## src/rtl/mips_ctrl_pkg.sv

```systemverilog
`default_nettype none
// ============================================================================
// Module   : mips_ctrl_pkg
// Purpose  : Opcode/funct constants, state encodings, ALU ops and mux selects
//            shared by the multi-cycle MIPS control unit.
// Revision : 1.0 - initial release
// ============================================================================
package mips_ctrl_pkg;

   typedef logic [3:0] state_t;

   localparam state_t S_FETCH    = 4'd0;
   localparam state_t S_DECODE   = 4'd1;
   localparam state_t S_EXEC_R   = 4'd2;
   localparam state_t S_WB_R     = 4'd3;
   localparam state_t S_EXEC_I   = 4'd4;
   localparam state_t S_WB_I     = 4'd5;
   localparam state_t S_EXEC_MEM = 4'd6;
   localparam state_t S_MEM      = 4'd7;
   localparam state_t S_WB_LW    = 4'd8;
   localparam state_t S_EXEC_BR  = 4'd9;
   localparam state_t S_JUMP     = 4'd10;
   localparam state_t S_JUMP_R   = 4'd11;
   localparam state_t S_JAL_WB   = 4'd12;

   localparam logic [5:0] c_op_rtype = 6'b000000;
   localparam logic [5:0] c_op_j     = 6'b000010;
   localparam logic [5:0] c_op_jal   = 6'b000011;
   localparam logic [5:0] c_op_beq   = 6'b000100;
   localparam logic [5:0] c_op_bne   = 6'b000101;
   localparam logic [5:0] c_op_addi  = 6'b001000;
   localparam logic [5:0] c_op_xori  = 6'b001110;
   localparam logic [5:0] c_op_lw    = 6'b100011;
   localparam logic [5:0] c_op_sw    = 6'b101011;

   localparam logic [5:0] c_fn_add = 6'b100000;
   localparam logic [5:0] c_fn_sub = 6'b100010;
   localparam logic [5:0] c_fn_slt = 6'b101010;
   localparam logic [5:0] c_fn_xor = 6'b100110;
   localparam logic [5:0] c_fn_jr  = 6'b001000;

   localparam logic [2:0] c_alu_add = 3'd0;
   localparam logic [2:0] c_alu_sub = 3'd1;
   localparam logic [2:0] c_alu_slt = 3'd2;
   localparam logic [2:0] c_alu_xor = 3'd3;

   localparam logic [1:0] c_srcb_rt    = 2'd0;
   localparam logic [1:0] c_srcb_four  = 2'd1;
   localparam logic [1:0] c_srcb_imm   = 2'd2;
   localparam logic [1:0] c_srcb_immx4 = 2'd3;

   localparam logic [1:0] c_dst_rt  = 2'd0;
   localparam logic [1:0] c_dst_rd  = 2'd1;
   localparam logic [1:0] c_dst_r31 = 2'd2;

   localparam logic [1:0] c_m2r_alu = 2'd0;
   localparam logic [1:0] c_m2r_mem = 2'd1;
   localparam logic [1:0] c_m2r_pc4 = 2'd2;

   localparam logic [1:0] c_pc_alu    = 2'd0;
   localparam logic [1:0] c_pc_branch = 2'd1;
   localparam logic [1:0] c_pc_jump   = 2'd2;
   localparam logic [1:0] c_pc_rs     = 2'd3;

   // DECODE dispatch target; S_FETCH doubles as the "unsupported" marker.
   function automatic state_t dispatch_state(input logic [5:0] opcode, input logic [5:0] funct);
      state_t v;
      v = S_FETCH;
      case (opcode)
         c_op_rtype: begin
            case (funct)
               c_fn_add, c_fn_sub, c_fn_slt, c_fn_xor: v = S_EXEC_R;
               c_fn_jr:                                v = S_JUMP_R;
               default:                                v = S_FETCH;
            endcase
         end
         c_op_lw, c_op_sw:     v = S_EXEC_MEM;
         c_op_beq, c_op_bne:   v = S_EXEC_BR;
         c_op_addi, c_op_xori: v = S_EXEC_I;
         c_op_j:               v = S_JUMP;
         c_op_jal:             v = S_JAL_WB;
         default:              v = S_FETCH;
      endcase
      return v;
   endfunction

   function automatic logic [2:0] funct_alu_op(input logic [5:0] funct);
      logic [2:0] v;
      case (funct)
         c_fn_sub: v = c_alu_sub;
         c_fn_slt: v = c_alu_slt;
         c_fn_xor: v = c_alu_xor;
         default:  v = c_alu_add;
      endcase
      return v;
   endfunction

endpackage
`default_nettype wire

```

## src/rtl/control_output_decode.sv

```systemverilog
`default_nettype none
// ============================================================================
// Module   : control_output_decode
// Purpose  : Combinational decode of FSM state (plus opcode/funct/alu_zero)
//            into datapath control signals.
// Revision : 1.0 - initial release
// ============================================================================
module control_output_decode
   import mips_ctrl_pkg::*;
#(
   parameter int ALUOP_W = 3
) (
   input  logic [3:0]         state,
   input  logic [5:0]         opcode,
   input  logic [5:0]         funct,
   input  logic               alu_zero,
   input  logic               mem_ready,
   output logic               ir_we,
   output logic               pc_we,
   output logic               reg_we,
   output logic               mem_re,
   output logic               mem_we,
   output logic               alu_src_a,
   output logic [1:0]         alu_src_b,
   output logic [ALUOP_W-1:0] alu_op,
   output logic [1:0]         reg_dst,
   output logic [1:0]         mem_to_reg,
   output logic [1:0]         pc_src,
   output logic               illegal
);

   logic [2:0] w_op;

   assign alu_op = ALUOP_W'(w_op);

   always_comb begin
      ir_we      = 1'b0;
      pc_we      = 1'b0;
      reg_we     = 1'b0;
      mem_re     = 1'b0;
      mem_we     = 1'b0;
      alu_src_a  = 1'b0;
      alu_src_b  = c_srcb_rt;
      w_op       = c_alu_add;
      reg_dst    = c_dst_rt;
      mem_to_reg = c_m2r_alu;
      pc_src     = c_pc_alu;
      illegal    = 1'b0;
      case (state)
         S_FETCH: begin
            mem_re    = 1'b1;
            alu_src_b = c_srcb_four;
            ir_we     = mem_ready;
            pc_we     = mem_ready;
         end
         S_DECODE: begin
            alu_src_b = c_srcb_immx4;
            illegal   = (dispatch_state(opcode, funct) == S_FETCH);
         end
         S_EXEC_R: begin
            alu_src_a = 1'b1;
            w_op      = funct_alu_op(funct);
         end
         S_WB_R: begin
            reg_we  = 1'b1;
            reg_dst = c_dst_rd;
         end
         S_EXEC_I: begin
            alu_src_a = 1'b1;
            alu_src_b = c_srcb_imm;
            w_op      = (opcode == c_op_xori) ? c_alu_xor : c_alu_add;
         end
         S_WB_I: begin
            reg_we = 1'b1;
         end
         S_EXEC_MEM: begin
            alu_src_a = 1'b1;
            alu_src_b = c_srcb_imm;
         end
         S_MEM: begin
            mem_re = (opcode == c_op_lw);
            mem_we = (opcode != c_op_lw);
         end
         S_WB_LW: begin
            reg_we     = 1'b1;
            mem_to_reg = c_m2r_mem;
         end
         S_EXEC_BR: begin
            alu_src_a = 1'b1;
            w_op      = c_alu_sub;
            pc_src    = c_pc_branch;
            pc_we     = (opcode == c_op_bne) ? ~alu_zero : alu_zero;
         end
         S_JUMP: begin
            pc_we  = 1'b1;
            pc_src = c_pc_jump;
         end
         S_JUMP_R: begin
            pc_we  = 1'b1;
            pc_src = c_pc_rs;
         end
         S_JAL_WB: begin
            reg_we     = 1'b1;
            reg_dst    = c_dst_r31;
            mem_to_reg = c_m2r_pc4;
            pc_we      = 1'b1;
            pc_src     = c_pc_jump;
         end
         default: begin
         end
      endcase
   end

endmodule
`default_nettype wire

```

## src/rtl/multicycle_control_fsm.sv

```systemverilog
`default_nettype none
// ============================================================================
// Module   : multicycle_control_fsm
// Purpose  : Multi-cycle MIPS control unit: state register, next-state logic
//            and reset gating of the decoded control outputs.
// Revision : 1.0 - initial release
// ============================================================================
module multicycle_control_fsm
   import mips_ctrl_pkg::*;
#(
   parameter int STATE_W = 4,
   parameter int ALUOP_W = 3
) (
   input  logic               clk,
   input  logic               reset,
   input  logic [5:0]         opcode,
   input  logic [5:0]         funct,
   input  logic               alu_zero,
   input  logic               mem_ready,
   output logic               ir_we,
   output logic               pc_we,
   output logic               reg_we,
   output logic               mem_re,
   output logic               mem_we,
   output logic               alu_src_a,
   output logic [1:0]         alu_src_b,
   output logic [ALUOP_W-1:0] alu_op,
   output logic [1:0]         reg_dst,
   output logic [1:0]         mem_to_reg,
   output logic [1:0]         pc_src,
   output logic               illegal,
   output logic [STATE_W-1:0] state_out
);

   state_t r_state;
   state_t w_next;

   logic               w_ir_we, w_pc_we, w_reg_we, w_mem_re, w_mem_we, w_illegal;
   logic               w_alu_src_a;
   logic [1:0]         w_alu_src_b, w_reg_dst, w_mem_to_reg, w_pc_src;
   logic [ALUOP_W-1:0] w_alu_op;

   always_ff @(posedge clk or posedge reset) begin
      if (reset) r_state <= S_FETCH;
      else       r_state <= w_next;
   end

   always_comb begin
      w_next = S_FETCH;
      case (r_state)
         S_FETCH:    w_next = mem_ready ? S_DECODE : S_FETCH;
         S_DECODE:   w_next = dispatch_state(opcode, funct);
         S_EXEC_R:   w_next = S_WB_R;
         S_EXEC_I:   w_next = S_WB_I;
         S_EXEC_MEM: w_next = S_MEM;
         S_MEM: begin
            if (!mem_ready)            w_next = S_MEM;
            else if (opcode == c_op_lw) w_next = S_WB_LW;
            else                       w_next = S_FETCH;
         end
         default:    w_next = S_FETCH;
      endcase
   end

   control_output_decode #(
      .ALUOP_W (ALUOP_W)
   ) u_decode (
      .state      (r_state),
      .opcode     (opcode),
      .funct      (funct),
      .alu_zero   (alu_zero),
      .mem_ready  (mem_ready),
      .ir_we      (w_ir_we),
      .pc_we      (w_pc_we),
      .reg_we     (w_reg_we),
      .mem_re     (w_mem_re),
      .mem_we     (w_mem_we),
      .alu_src_a  (w_alu_src_a),
      .alu_src_b  (w_alu_src_b),
      .alu_op     (w_alu_op),
      .reg_dst    (w_reg_dst),
      .mem_to_reg (w_mem_to_reg),
      .pc_src     (w_pc_src),
      .illegal    (w_illegal)
   );

   // State already reads FETCH during reset, but FETCH's own decode must not leak out.
   assign ir_we      = w_ir_we   & ~reset;
   assign pc_we      = w_pc_we   & ~reset;
   assign reg_we     = w_reg_we  & ~reset;
   assign mem_re     = w_mem_re  & ~reset;
   assign mem_we     = w_mem_we  & ~reset;
   assign illegal    = w_illegal & ~reset;
   assign alu_src_a  = w_alu_src_a & ~reset;
   assign alu_src_b  = reset ? 2'd0 : w_alu_src_b;
   assign alu_op     = reset ? '0 : w_alu_op;
   assign reg_dst    = reset ? 2'd0 : w_reg_dst;
   assign mem_to_reg = reset ? 2'd0 : w_mem_to_reg;
   assign pc_src     = reset ? 2'd0 : w_pc_src;
   assign state_out  = STATE_W'(r_state);

endmodule
`default_nettype wire

```

## config.mk

```make
export PLATFORM = sky130hd
export DESIGN_NAME = multicycle_control_fsm
export DESIGN_NICKNAME = d
export VERILOG_FILES = /design/src/rtl/mips_ctrl_pkg.sv /design/src/rtl/control_output_decode.sv /design/src/rtl/multicycle_control_fsm.sv
export SDC_FILE = /design/constraint.sdc
export NUM_CORES = 1
export LEC_CHECK = 0
export ABC_AREA = 1
export CORE_AREA = 2 2 77 49
export CTS_CLUSTER_DIAMETER = 100
export DETAILED_ROUTE_END_ITERATION = 6
export DIE_AREA = 0 0 79 51
export HOLD_SLACK_MARGIN = 0.15
export PLACE_DENSITY = 0.65
export SYNTH_ARGS = -nofsm -noshare
export SYNTH_HDL_FRONTEND = slang
export SYNTH_HIERARCHICAL = 1
export SYNTH_SLANG_ARGS = --single-unit
```

## constraint.sdc

```tcl
create_clock -name clk -period 2.05 [get_ports clk]
set_clock_uncertainty 0.2 [all_clocks]
set_input_delay 0.41 -clock clk [delete_from_list [all_inputs] [get_ports clk]]
set_output_delay 0.41 -clock clk [all_outputs]
set_load 0.005 [all_outputs]
```

==> impl_results.md <==
* Worst reg-to-reg setup slack at 330 ps
* Routed vias at 1515
* Crit. End Element: primary output
* Min Hold Slack at 320.7 ps
* DR pass1 iterations at 4
* Worst hold path type: in2async
* Final hold vios at 0
* Syn_nets at 218
* Peak VDD IR at 0.2829 mV
* Final WS setup at -126.3 ps
* GRT busiest layer: met2
* Core ar. at 3446 um2
* Avg Inst Size Synth at 4.782 um2
* FF+latch count, synth at 4
* Ant diodes at 0
* Clock tree buffer depth at 2
* Crit path to: alu_src_a
* # rows at 17
* Run status: complete, but fails checks
* Synth-to-layout area growth at 103.5%
* Final wirelength at 3.879 mm
* DR iter-0 viols at 61
* DP Area at 1593 um2
* Hpwl dp at 2.339 mm
* Critical Path Start Type: register
* H-tree levels at 1
* Power per cell area at 664.9 nW/um2
* Static Leak at 1.086 nW
* Mux cell area share after synthesis at 0
* Layout cells sized above 1 at 0.4300
* CTS buffer count at 3
* Post-Synth XOR/XNOR Area at 0
* R2R cell count at 8
* WP data required at 1440 ps
* Max reg flops at 4
* Adder-Cell Fraction of Synth Area at 0
* Seq/Total Area, Yosys at 0.1036
* Violated checks: negative setup slack
* Complex-gate fraction of the synthesized area at 0.07772
* Fillcell total at 332
* Cells after Synth at 202
* WL/cell at 11.41 um
* R2R Path End: state_out[3]$_DFF_PP0_
* GP Congestion at 0.8066
* Critical Path AT at 1570 ps
* Total of warnings raised by yosys at 6
* Met3 layer usage reported by global route at 0.02827
* Unrepaired setup endpoints after global routing: yes
* Die height at 51 um
* Buffers on Ports at 36
* GRT met1 Usage at 0.2439
* Number of global-route vias before repair at 1345
* First-pass GRT wire length at 5.782 mm
* Crit path launch: state_out[2]$_DFF_PP0_
* Max Clk Rate at 459.5 MHz
* Grt ovf at 0
* DRC Markers at 0
* Worst-Skew Late Latency at 220 ps
* Cell variety after synth at 26
* Clock slew at reported path FFs at 30 ps
* RR Startpoint: state_out[3]$_DFF_PP0_
* Mapped cell area at 965.9 um2
* CTS tree: done
* Vias/cell at 4.456
* Die width at 79 um
* Grt met2 use at 0.2853
* Largest net degree at the start of global routing at 13
* Tot GR Track Use at 0.1790
* Max FO, Critical Path at 3
* Largest family of logic cells by synthesized area: simple AND/OR/NAND/NOR gates
* Initial Util at 0.2803
* Full die area at 4029 um2
* Max_cap viols at 0
* Post-synthesis simple-gate area fraction at 0.5946
* # setup viols final at 10
* IO Count at 38
* Min cycle time layout at 2176 ps
* Slew Limit Fails at 0
* Clock Tree Root: clkbuf_8
* Nets at 311
* CTS Sinks at 4
* Fin crit share at 1.062
* Final instance area at 1966 um2
* Final ANT Viol Nets at 0
* Antenna violations before repair at 0
* Crit path kind: reg2out
==> power breakdown <==
part / internal [mW] / total, mW / switching (mW)
clock network: 0.125 / 0.166 / 0.0412
registers: 0.101 / 0.139 / 0.0382
logic: 0.515 / 1.00 / 0.487
total: 0.741 / 1.31 / 0.566
==> final cells by class <==
class / instances / area [um2] / share of cell area
Tap cell: 47 / 58.81 / 0.02992
Clock buffer: 3 / 41.29 / 0.02101
Multi-Input combinational cell: 144 / 847.1 / 0.4309
Sequential cell: 4 / 103.9 / 0.05283
Inverter: 50 / 187.7 / 0.09548
Timing Repair Buffer: 92 / 726.9 / 0.3698
==> layer usage <==
metal | vias up | wire length (um)
li1 | 791 | -
met1 | 666 | 1773
met2 | 51 | 1767
met3 | 7 | 266
met4 | 0 | 72
met5 | - | 0
==> critical path, cell delays in order (launching register included) <==
cell     delay, ps
dfrtp_1        430
nor2_4         160
buf_6          130
nand3_4         70
buf_4          140
buf_4          120
nand3_2         60
inv_1           40
nor2_1          90
buf_2          120
==> synthesized netlist by cell type <==
| cell | n | area, um2 |
|---|---|---|
| a21boi_1 | 1 | 7.510 |
| a21oi_1 | 1 | 5.000 |
| a32oi_1 | 1 | 8.760 |
| buf_2 | 2 | 10.01 |
| buf_4 | 2 | 15.01 |
| conb_1 | 1 | 3.750 |
| dfrtp_1 | 4 | 100.1 |
| inv_1 | 50 | 187.7 |
| nand2_1 | 40 | 150.1 |
| nand2_2 | 2 | 12.51 |
| nand3_1 | 22 | 110.1 |
| nand3b_1 | 1 | 7.510 |
| nand4_1 | 4 | 25.02 |
| nor2_1 | 51 | 191.4 |
| nor2_2 | 3 | 18.77 |
| nor2_4 | 1 | 11.26 |
| nor2b_1 | 1 | 6.260 |
| nor3_1 | 5 | 25.02 |
| nor3_2 | 1 | 10.01 |
| o211ai_1 | 2 | 15.01 |
| o21ai_0 | 2 | 10.01 |
| o21ai_1 | 1 | 5.000 |
| o21ai_2 | 1 | 8.760 |
| o21bai_1 | 1 | 7.510 |
| o31ai_1 | 1 | 7.510 |
| or2_1 | 1 | 6.260 |
==> placed cells by master (no fill, tap or decap), types with 2 or more instances in the layout <==
master           Yosys  final
nand4_1              4      4
buf_2                2     17
o211ai_1             2      2
inv_2                0      8
inv_1               50     42
nand2_1             40     33
nor3_2               1      2
nor2_1              51     42
clkbuf_2             0      2
nand3_1             22     17
buf_4                2     42
nand3_2              0      4
nor3_1               5      2
nor2_4               1     11
clkdlybuf4s50_1      0      5
nand2_2              2      5
dfrtp_2              0      3
nor2_2               3      2
buf_6                0     16
o21ai_1              1      3
nand2_4              0      4
nor3_4               0      2
dlygate4sd2_1        0      9
clkbuf_8             0      3
==> logic make-up after synthesis <==
logic type / after synthesis
flops: 4
buf+inv: 54
other cells: 1
simple gates: 132
compound gates: 11
==> stage by stage <==
step                power (mW)    util  cells  setup slack, ps  setup TNS (ps)
floorplan               0.4141       -    202            291.1               0
global placement        0.7757  0.4622    312           -732.6           -6339
detailed placement      0.7795  0.4622    312           -738.7           -6716
CTS                      1.127  0.5370    336           -79.24          -286.4
global route             1.398  0.5704    340           -229.6           -1787
finish                   1.307  0.5704    340           -126.3          -732.7
==> worst min path at each step <==
| stage | start | end | slack (ps) |
|---|---|---|---|
| 2_1_floorplan | reset | state_out[0]$_DFF_PP0_ | 310 |
| 3_3_place_gp | state_out[1]$_DFF_PP0_ | state_out[0]$_DFF_PP0_ | 560 |
| 3_5_place_dp | state_out[1]$_DFF_PP0_ | state_out[0]$_DFF_PP0_ | 560 |
| 4_1_cts | reset | state_out[1]$_DFF_PP0_ | 320 |
| 5_1_grt | reset | state_out[2]$_DFF_PP0_ | 370 |
| 6_report | reset | state_out[2]$_DFF_PP0_ | 320 |
==> timing repair <==
item                                    in CTS  in global routing
hold buffers                                 0                  0
buffers inserted                            21                  5
pin swaps                                   17                 30
endpoints found under the setup margin      17                 14
gates resized for setup                    110                 63
No activity file was read; power rests on OpenSTA's default activity.
